<file path="src/rtl/cpu_phase_sequencer.sv">
// Phase generator and run/step/halt sequencer for the combinational CPU controller.
// Stretches memory-read phases until mem_ready_i and counts retired instructions.
module cpu_phase_sequencer #(
  parameter int unsigned CNT_W    = 16,
  parameter bit          STALL_EN = 1'b1
) (
  input  logic             clk,
  input  logic             rst,
  input  logic             run_i,
  input  logic             step_i,
  input  logic             stop_i,
  input  logic             halt_i,
  input  logic             mem_ready_i,
  output logic [2:0]       phase_o,
  output logic             running_o,
  output logic             halted_o,
  output logic             instr_done_o,
  output logic [CNT_W-1:0] icount_o
);

  typedef enum logic [1:0] {StIdle, StRun, StStep, StHalted} state_e;

  state_e             state_q, state_d;
  logic [2:0]         phase_q, phase_d;
  logic               stop_pend_q, stop_pend_d;
  logic               instr_done_q, instr_done_d;
  logic [CNT_W-1:0]   icount_q, icount_d;
  logic               running_q, halted_q;
  logic               stall;
  logic               retire;

  // Phases 1 and 5 are the memory-read phases for every opcode.
  assign stall = STALL_EN && ((phase_q == 3'd1) || (phase_q == 3'd5)) && !mem_ready_i;

  always_comb begin
    state_d      = state_q;
    phase_d      = phase_q;
    stop_pend_d  = stop_pend_q;
    retire       = 1'b0;
    unique case (state_q)
      StIdle, StHalted: begin
        phase_d     = 3'd0;
        stop_pend_d = 1'b0;
        if (run_i) begin
          state_d = StRun;
        end else if (step_i) begin
          state_d = StStep;
        end
      end
      StRun, StStep: begin
        if (stall) begin
          if (state_q == StRun && stop_i) stop_pend_d = 1'b1;
        end else if (phase_q == 3'd4 && halt_i) begin
          state_d     = StHalted;
          phase_d     = 3'd0;
          stop_pend_d = 1'b0;
          retire      = 1'b1;
        end else if (phase_q == 3'd7) begin
          phase_d = 3'd0;
          retire  = 1'b1;
          if (state_q == StStep || stop_pend_q || stop_i) begin
            state_d     = StIdle;
            stop_pend_d = 1'b0;
          end
        end else begin
          phase_d = phase_q + 3'd1;
          if (state_q == StRun && stop_i) stop_pend_d = 1'b1;
        end
      end
      default: state_d = StIdle;
    endcase
  end

  always_comb begin
    instr_done_d = retire;
    icount_d     = icount_q;
    if (retire && (icount_q != {CNT_W{1'b1}})) begin
      icount_d = icount_q + CNT_W'(1);
    end
  end

  always_ff @(posedge clk) begin
    if (rst) begin
      state_q      <= StIdle;
      phase_q      <= 3'd0;
      stop_pend_q  <= 1'b0;
      instr_done_q <= 1'b0;
      icount_q     <= '0;
      running_q    <= 1'b0;
      halted_q     <= 1'b0;
    end else begin
      state_q      <= state_d;
      phase_q      <= phase_d;
      stop_pend_q  <= stop_pend_d;
      instr_done_q <= instr_done_d;
      icount_q     <= icount_d;
      running_q    <= (state_d == StRun) || (state_d == StStep);
      halted_q     <= (state_d == StHalted);
    end
  end

  assign phase_o      = phase_q;
  assign running_o    = running_q;
  assign halted_o     = halted_q;
  assign instr_done_o = instr_done_q;
  assign icount_o     = icount_q;

endmodule

</file>
<file path="config.mk">
export PLATFORM = sky130hd
export DESIGN_NAME = cpu_phase_sequencer
export DESIGN_NICKNAME = d
export VERILOG_FILES = /design/src/rtl/cpu_phase_sequencer.sv
export SDC_FILE = /design/constraint.sdc
export NUM_CORES = 1
export LEC_CHECK = 0
export ABC_AREA = 1
export CORE_MARGIN = 4
export CORE_UTILIZATION = 30
export CTS_BUF_LIST = sky130_fd_sc_hd__clkbuf_16
export CTS_CLUSTER_SIZE = 14
export DETAILED_ROUTE_END_ITERATION = 10
export DONT_BUFFER_PORTS = 1
export PLACE_DENSITY_LB_ADDON = 0.15
export SYNTH_ARGS = -nofsm -noshare
export SYNTH_HDL_FRONTEND = slang
export SYNTH_SLANG_ARGS = --single-unit
</file>
<file path="constraint.sdc">
create_clock -name clk -period 2.1 [get_ports clk]
set_input_delay 0.42 -clock clk [delete_from_list [all_inputs] [get_ports clk]]
set_output_delay 0.42 -clock clk [all_outputs]
set_load 0.02 [all_outputs]
</file>
==> run metrics, run 1 <==
status=complete, no violations; Seq cells post-synth=25; CTS Buffer Depth=2; setup_tns=0 ps; grt ovf=0; post-route cell area=1773 sq um; detailed-route vias per instance=between 4 and 5; n_diodes=0; final cycle utilization of the critical path=0.8682; synthesized area=around 1500 sq um; Worst Setup Start Kind=flop; initial core utilization=0.3127; # rows=25; post_cts resized=0; per-cell routed wire length=11.65 microns; Clk Latency, worst-skew pair=260 ps; layout filler cell count=538; Port Buf Inserts=0; Total Routing Usage GR=0.1197; largest net degree at the start of global routing=24; die width=~80 microns; final setup vio count=0; WP data required=2300 ps; CP endpoint kind=flop; commonest cells after routing, fill and taps aside=67 x nand2_1, 30 x nor2_1, 25 x dfxtp_1; synth-to-layout area growth=18.48%; number of setup buffers added after CTS=0; first-pass GRT wire length=between 5000 and 6000 microns; Pwr Density=between 600 and 700 nW/um^2; reg2reg setup slack=280 ps; core area=4786 sq um; antenna violations before repair=0; Worst-Margin Slew=492.0 ps; Hold WS=220.0 ps; WP data arrival=2020 ps; Crit Path Max Fanout=16; Final Hold Viols=0; Synthesis Warnings=0; Max transition margin=0.6707; post-synth cell types=24; vias in the first global route=1275; Worst path max stage delay=330 ps; Synth area leader=dfxtp_1; Final Slew Violations=0; commonest non-fill, non-tap cell in the layout=nand2_1; CP cell instances=buf_4 > ha_1 > inv_1 > nor2_4 > a21oi_2 > nand2_1 > nor2_4 > o21ai_0 > a21oi_2; dominant cells by area after synthesis=dfxtp_1 33%, nand2_1 17%, nor2_1 7.5%, ha_1 6.7%, inv_1 5.5%; hold crit path type=in -> reg; post-synthesis sequential area ratio=0.3344; fin util=0.3705; Fin Clk Skew=~0.8 ps; Max-cap violations=0; syn_nets=between 200 and 250; post-synth top area share=0.3344; Syn Area/Cell=slightly below 7 sq um; die footprint=between 6000 and 7000 sq um; total CTS buffers=3; Syn Inst Count=around 220; Starting DRT DRC Count=34; TritonCTS clock tree=yes; Final ANT Viol Nets=0; type of the worst setup path=reg -> reg; Root Buffer=clkbuf_16; Die H=78.63 microns; H-tree levels=1; Peak Freq=about 550 MHz; # DRC=0; I/O pin count=29; Worst-path clk slew=~70 ps; nets=252; fin crit period=approximately 1800 ps; Final HPWL DP=2650 microns; # clock sinks=25; layout cells sized above 1=0.1864; crit path max-delay cell type=dfxtp_1; total number of vias=1350; global placer's final weighted congestion=0.7605; Area after DPL=1693 sq um; first-pass detailed-route iteration total=4; IR Drop Worst-Case VDD=about 0.00041 V; unrepaired setup endpoints after global routing=no; Hold Buf Count CTS=0; leakage power=0.7005 nW; drt total wl=approximately 3500 microns
## per-stage QoR
step	power, mW	worst slack [ps]	instances
detailed placement	0.6517	239.7	299
global placement	0.6517	306.5	299
global route	1.129	99.55	303
floorplan	0.6265	337.1	217
CTS	1.092	233.3	303
finish	1.071	276.8	303
## cells in the mapped netlist (all sizes together)
master and number:
nand2 70, o21ai 15, nor2 35, ha 8, a211oi 1, inv 23
or2 2, buf 4, dfxtp 25, nand3b 1, a21oi 19, nand4 3
nor4 1, xor2 2, nand3 4, xnor2 4
## layout make-up
type                       instances  area, sq um  area share
tap                               67        83.83     0.04728
multi-input combinational        165        879.6      0.4961
clock buffer                       3        75.07     0.04234
sequential                        25        500.5      0.2823
inverter                          23        86.33     0.04869
clock inverter                     1        5.005    0.002823
timing repair buffer              19        142.6     0.08045
## layer usage
metal | track usage | vias to the layer above | part of all wire
met1 | 0.1573 | 596 | 0.47
met5 | 0 | - | 0
met4 | 0.02797 | 0 | 0.0082
li1 | - | 721 | -
met2 | 0.1893 | 31 | 0.45
met3 | 0.03899 | 2 | 0.066
## cell families after synthesis
| logic type | Yosys count | share of synthesized area |
|---|---|---|
| AO/OA/AOI/OAI | 35 | 0.1488 |
| XOR/XNOR | 6 | 0.03512 |
| adder cells (fa/ha/maj) | 8 | 0.06689 |
| buffers and inverters | 27 | 0.07776 |
| flip-flops | 25 | 0.3344 |
| AND/OR/NAND/NOR | 116 | 0.3370 |
## power by group
group,internal [mW],switching (mW)
registers,0.495,0.0224
logic,0.0443,0.0755
clock network,0.257,0.176
## flip-flops by register name, summed over array words and instances (netlist names), named ones only
signal / flops
instr_done_o: 1
stop_pend_q: 1
phase_o: 3
state_q: 1
icount_o: 16
running_o: 1
halted_o: 1
## worst paths after layout
path	from	end	cells past startpoint
max	phase_o[0]$_SDFFE_PP0P_	icount_o[2]$_SDFFE_PP0P_	9
min	rst	icount_o[8]$_SDFFE_PP0P_	1
max reg2reg	phase_o[0]$_SDFFE_PP0P_	icount_o[2]$_SDFFE_PP0P_	9
min reg2reg	phase_o[1]$_SDFFE_PP0P_	phase_o[1]$_SDFFE_PP0P_	2
## critical path, delay by kind of cell (launching register included)
family	cells	cell delay [ps]
AO/OA/AOI/OAI	3	470
buffers and inverters	2	250
flip-flops	1	330
AND/OR/NAND/NOR	3	510
adder cells (fa/ha/maj)	1	190
No activity file was read; power rests on OpenSTA's default activity.
==> run 2, diff against run 1 <==
--- a/config.mk
+++ b/config.mk
@@ -7,7 +7,7 @@
 export LEC_CHECK = 0
 export ABC_AREA = 1
 export CORE_MARGIN = 4
-export CORE_UTILIZATION = 30
+export CORE_UTILIZATION = 62
 export CTS_BUF_LIST = sky130_fd_sc_hd__clkbuf_16
 export CTS_CLUSTER_SIZE = 14
 export DETAILED_ROUTE_END_ITERATION = 10
==> run 2 against run 1 <==
Against the previous run:
- clock-buffer cell count unchanged
- combinational power up 5%
- design area down 4.1%
- clock skew up 1.6 ps
- worst setup slack better by 4.1 ps
- sequential share of layout area up 1.2 points
- utilization up 38 points
- largest cell class unchanged
==> run metrics, run 2 (synthesized netlist as in run 1, its figures left out) <==
status=complete, no violations (unchanged); core area=2255 sq um (was 4786 sq um); Pwr Density=627.1 nW/um^2 (was 604.0 nW/um^2); CP cell instances=buf_4 > ha_1 > inv_1 > nor2_4 > a21oi_2 > nand2_1 > nor2_4 > o21ai_0 > a21oi_2 (unchanged); Final HPWL DP=2517 microns (was 2650 microns); commonest non-fill, non-tap cell in the layout=nand2_1 (unchanged); leakage power=0.6855 nW (was 0.7005 nW); hold crit path type=in -> reg (unchanged); commonest cells after routing, fill and taps aside=67 x nand2_1, 30 x nor2_1, 25 x dfxtp_1 (unchanged); WP data arrival=2020 ps (about the same); die width=57.13 microns (was 78.63 microns); total CTS buffers=3 (unchanged); reg2reg setup slack=280 ps (about the same); die footprint=3264 sq um (was 6182 sq um); critical path endpoint=icount_o[2]$_SDFFE_PP0P_ (unchanged); # rows=17 (was 25); Max transition margin=0.6992 (was 0.6707); drt total wl=3424 microns (was 3529 microns); Crit Reg-Reg Endpoint=icount_o[2]$_SDFFE_PP0P_ (unchanged); Worst-path clk slew=60 ps (was 70 ps); I/O pin count=29 (unchanged); initial core utilization=0.6637 (was 0.3127); WP data required=2300 ps (about the same); post_cts resized=0 (unchanged); largest net degree at the start of global routing=24 (unchanged); H-tree levels=1 (unchanged); CP startpoint=phase_o[0]$_SDFFE_PP0P_ (unchanged); nets=249 (was 252); per-cell routed wire length=13.12 microns (was 11.65 microns); fin crit period=1819 ps (was 1823 ps); Starting DRT DRC Count=51 (was 34); Final Hold Viols=0 (unchanged); Register-to-Register Path Depth=9 (unchanged); Port Buf Inserts=0 (unchanged); total number of vias=1419 (was 1350); global placer's final weighted congestion=0.7971 (was 0.7605); Worst Setup Start Kind=flop (unchanged); worst hold path stage count=1 (unchanged); first-pass detailed-route iteration total=4 (unchanged); antenna violations before repair=0 (unchanged); Final ANT Viol Nets=0 (unchanged); n_diodes=0 (unchanged); final cycle utilization of the critical path=0.8662 (was 0.8682); final setup vio count=0 (unchanged); TritonCTS clock tree=yes (unchanged); Clk Latency, worst-skew pair=260 ps (about the same); max reg flops=16 (unchanged); CP endpoint kind=flop (unchanged); IR Drop Worst-Case VDD=0.0006179 V (was 0.0004138 V); Root Buffer=clkbuf_16 (unchanged); Crit Path Max Fanout=16 (unchanged); reg-to-reg startpoint=phase_o[0]$_SDFFE_PP0P_ (unchanged); non-filler cells, final=261 (was 303); # DRC=0 (unchanged); synth-to-layout area growth=13.63% (was 18.48%); setup_tns=0 ps (unchanged); crit path max-delay cell type=dfxtp_1 (unchanged); Worst-Margin Slew=449.4 ps (was 492.0 ps); placed insts=257 (was 299); grt ovf=0 (unchanged); # clock sinks=25 (unchanged); Hold Buf Count CTS=0 (unchanged); vias in the first global route=1347 (was 1275); unrepaired setup endpoints after global routing=no (unchanged); Max-cap violations=0 (unchanged); detailed-route vias per instance=5.437 (was 4.455); Final Slew Violations=0 (unchanged); Peak Freq=549.7 MHz (was 548.5 MHz); type of the worst setup path=reg -> reg (unchanged); Total Routing Usage GR=0.2229 (was 0.1197); Worst path max stage delay=320 ps (was 330 ps); Fin Clk Skew=2.358 ps (was 0.7782 ps); layout cells sized above 1=0.1717 (was 0.1864); number of setup buffers added after CTS=0 (unchanged); Die H=57.13 microns (was 78.63 microns); first-pass GRT wire length=5830 microns (was 5871 microns); CTS Buffer Depth=2 (unchanged)
-- run 2: cell type report --
cell class              instances  area (sq um)
multi-input cells             165         879.6
fillers                       195         554.3
flip-flops and latches         25         500.5
repair buffers                 16         120.1
inverters                      23         86.33
clock buffers                   3         75.07
well taps                      28         35.03
clock inverters                 1         3.754
-- run 2: per-stage QoR --
step	hold WS (ps)	worst slack (ps)	total power, mW	instance area [sq um]	util
final	219.6	280.9	1.066	1700	0.7542
after global routing	212.0	95.06	1.114	1700	0.7542
after CTS	213.6	270.5	1.072	1700	0.7542
after detailed placement	486.7	288.9	0.6567	1622	0.7192
after global placement	486.6	386.9	0.6438	1622	0.7192
after floorplan	487.0	337.1	0.6265	1496	-
-- run 2: how the worst min path moves through the flow --
stage,from,endpoint
floorplan,stop_pend_q$_SDFFE_PP0P_,stop_pend_q$_SDFFE_PP0P_
global placement,rst,icount_o[2]$_SDFFE_PP0P_
detailed placement,rst,icount_o[2]$_SDFFE_PP0P_
CTS,rst,icount_o[2]$_SDFFE_PP0P_
global route,rst,icount_o[2]$_SDFFE_PP0P_
finish,rst,icount_o[2]$_SDFFE_PP0P_
-- run 2: where the power goes --
part           switching (mW)  leakage (nW)  internal, mW
combinational          0.0807         0.441        0.0453
clock                   0.167        0.0423         0.255
sequential             0.0229         0.202         0.496
-- run 2: worst max-delay path, delay by kind of cell (launching register included) --
family | cells | cell delay (ps)
AND/OR/NAND/NOR | 3 | 520
AO/OA/AOI/OAI | 3 | 470
flip-flops | 1 | 320
buffers and inverters | 2 | 250
adder cells (fa/ha/maj) | 1 | 190
-- run 2: routing by layer --
| layer | share of wire | global-route usage |
|---|---|---|
| met3 | 0.085 | 0.06109 |
| met4 | 0.023 | 0.1060 |
| met5 | 0 | 0 |
| met1 | 0.40 | 0.2681 |
| met2 | 0.49 | 0.3670 |
==> run 3, diff against run 2 <==
--- a/config.mk
+++ b/config.mk
@@ -6,13 +6,14 @@
 export NUM_CORES = 1
 export LEC_CHECK = 0
 export ABC_AREA = 1
-export CORE_MARGIN = 4
+export CORE_MARGIN = 10
 export CORE_UTILIZATION = 62
 export CTS_BUF_LIST = sky130_fd_sc_hd__clkbuf_16
 export CTS_CLUSTER_SIZE = 14
 export DETAILED_ROUTE_END_ITERATION = 10
 export DONT_BUFFER_PORTS = 1
 export PLACE_DENSITY_LB_ADDON = 0.15
+export SLEW_MARGIN = 5
 export SYNTH_ARGS = -nofsm -noshare
 export SYNTH_HDL_FRONTEND = slang
 export SYNTH_SLANG_ARGS = --single-unit
==> run 3 against run 2 <==
Against the previous run:
- register-to-register slack worse by 20 ps
- global-route usage down 8.6 points
- fmax down 1.2%
- design area unchanged
- via count fell by 0.14%
- non-clock buffer count is the same
- clock-buffer cell count unchanged
- power down 1.1%
- sequential cell count stayed put
- clock power shrank 3%
- combinational power about the same
- critical path depth grew 4
==> run metrics, run 3 (synthesized netlist as in run 1, its figures left out) <==
Root Buffer=clkbuf_16 (unchanged); sw frac=0.2467 (was 0.2539); H-tree levels=1 (unchanged); type of the worst setup path=reg -> reg (unchanged); Register-to-Register Path Depth=13 (was 9); Worst-path clk slew=60 ps (about the same); final setup vio count=0 (unchanged); per-cell routed wire length=13.51 microns (was 13.12 microns); global placer's final weighted congestion=0.8959 (was 0.7971); layout cells sized above 1=0.1717 (unchanged); Worst Setup Start Kind=flop (unchanged); Sequential Power Share=0.493 (was 0.486); nets=249 (unchanged); Place WS=276.8 ps (was 288.9 ps); Final ANT Viol Nets=0 (unchanged); CP startpoint=phase_o[0]$_SDFFE_PP0P_ (unchanged); first-pass GRT wire length=5809 microns (was 5830 microns); Port Buf Inserts=0 (unchanged); Clk Latency, worst-skew pair=250 ps (was 260 ps); status=complete, no violations (unchanged); max reg flops=16 (unchanged); number of setup buffers added after CTS=0 (unchanged); leakage power=0.6855 nW (unchanged); initial core utilization=0.6637 (unchanged); setup ws final=258.8 ps (was 280.9 ps); Final Hold Viols=0 (unchanged); # rows=17 (unchanged); Max-cap violations=0 (unchanged); first-pass detailed-route iteration total=5 (was 4); cell-internal power=0.7946 mW (was 0.7956 mW); # clock sinks=25 (unchanged); Pwr Density=620.3 nW/um^2 (was 627.1 nW/um^2); unrepaired setup endpoints after global routing=no (unchanged); # DRC=0 (unchanged); commonest non-fill, non-tap cell in the layout=nand2_1 (unchanged); hold crit path type=in -> reg (unchanged); die width=69.13 microns (was 57.13 microns); Hold Buf Count CTS=0 (unchanged); core area=2255 sq um (unchanged); I/O pin count=29 (unchanged); Final HPWL DP=2708 microns (was 2517 microns); total number of vias=1417 (was 1419); setup_tns=0 ps (unchanged); Crit Path Max Fanout=9 (was 16); Starting DRT DRC Count=141 (was 51); largest net degree at the start of global routing=24 (unchanged); Crit Reg-Reg Endpoint=running_o$_SDFF_PP0_ (was icount_o[2]$_SDFFE_PP0P_); TritonCTS clock tree=yes (unchanged); WP data required=2250 ps (was 2300 ps); Hold WS=227.3 ps (was 219.6 ps); CTS Buffer Depth=2 (unchanged); Max transition margin=0.6855 (was 0.6992); total CTS buffers=3 (unchanged); Die H=69.13 microns (was 57.13 microns); post_cts resized=0 (unchanged); Total Routing Usage GR=0.1373 (was 0.2229); WP data arrival=1990 ps (was 2020 ps); synth-to-layout area growth=13.63% (unchanged); critical path endpoint=running_o$_SDFF_PP0_ (was icount_o[2]$_SDFFE_PP0P_); grt ovf=0 (unchanged); commonest cells after routing, fill and taps aside=67 x nand2_1, 30 x nor2_1, 25 x dfxtp_1 (unchanged); sw power=0.2602 mW (was 0.2707 mW); CP endpoint kind=flop (unchanged); vias in the first global route=1383 (was 1347); combinational share of power=0.118 (about the same); fin crit period=1841 ps (was 1819 ps); IR Drop Worst-Case VDD=0.0004859 V (was 0.0006179 V); reg2reg setup slack=260 ps (was 280 ps); detailed-route vias per instance=5.429 (was 5.437); n_diodes=0 (unchanged); Clock power frac=0.389 (was 0.396); Worst-Margin Slew=469.9 ps (was 449.4 ps); drt total wl=3526 microns (was 3424 microns); Final Slew Violations=0 (unchanged); reg-to-reg startpoint=phase_o[0]$_SDFFE_PP0P_ (unchanged); Peak Freq=543.1 MHz (was 549.7 MHz); die footprint=4779 sq um (was 3264 sq um); Fin Clk Skew=2.986 ps (was 2.358 ps); antenna violations before repair=0 (unchanged); final cycle utilization of the critical path=0.8768 (was 0.8662)
-- run 3: cell counts in the layout (fill, tap and decap cells not counted) --
No cell type changed its count.
-- run 3: area by class of cell --
| type | instances | area, sq um |
|---|---|---|
| Sequential cell | 25 | 500.5 |
| Tap cell | 28 | 35.03 |
| Timing Repair Buffer | 16 | 120.1 |
| Clock buffer | 3 | 75.07 |
| Multi-Input combinational cell | 165 | 879.6 |
| Inverter | 23 | 86.33 |
| Clock inverter | 1 | 3.754 |
| Fill cell | 175 | 554.3 |
-- run 3: worst min-delay path by stage --
stage / startpoint / endpoint / slack (ps) / cells after the start
detailed placement: rst / icount_o[8]$_SDFFE_PP0P_ / 490 / 1
floorplan: stop_pend_q$_SDFFE_PP0P_ / stop_pend_q$_SDFFE_PP0P_ / 490 / 2
global placement: rst / icount_o[2]$_SDFFE_PP0P_ / 490 / 1
global route: rst / icount_o[11]$_SDFFE_PP0P_ / 220 / 1
CTS: rst / icount_o[8]$_SDFFE_PP0P_ / 220 / 1
finish: rst / icount_o[2]$_SDFFE_PP0P_ / 230 / 1
-- run 3: routing by layer --
layer  up-vias  global-route usage  part of all wire
met1       662              0.1444              0.42
met4         0             0.03769            0.0048
met3         2             0.03566             0.059
li1        720                   -                 -
met2        33              0.2581              0.51
met5         -                   0                 0
-- run 3: worst max-delay path, stage by stage, from the launching register on --
cell	delay [ps]
dfxtp_1	330
buf_4	160
ha_1	190
inv_1	90
nor2_4	60
nor2_1	110
o21ai_0	130
nand2_1	90
nand3_1	70
nand2_1	90
inv_1	50
ha_1	280
inv_1	50
nor2_1	40
-- run 3: power groups by stage --
stage,Sequential [mW],Combinational (mW),Clock (mW)
2_1_floorplan,0.535,0.0920,0
3_3_place_gp,0.529,0.116,0
3_5_place_dp,0.532,0.125,0
4_1_cts,0.521,0.126,0.415
5_1_grt,0.523,0.147,0.436
6_report,0.520,0.125,0.410
-- run 3: stage by stage --
step                      area [sq um]  instances  total power, mW    util
after detailed placement          1622        257           0.6565  0.7192
final                             1700        261            1.055  0.7542
after CTS                         1700        261            1.063  0.7542
after global placement            1622        257           0.6446  0.7192
after floorplan                   1496        217           0.6265       -
after global routing              1700        261            1.107  0.7542
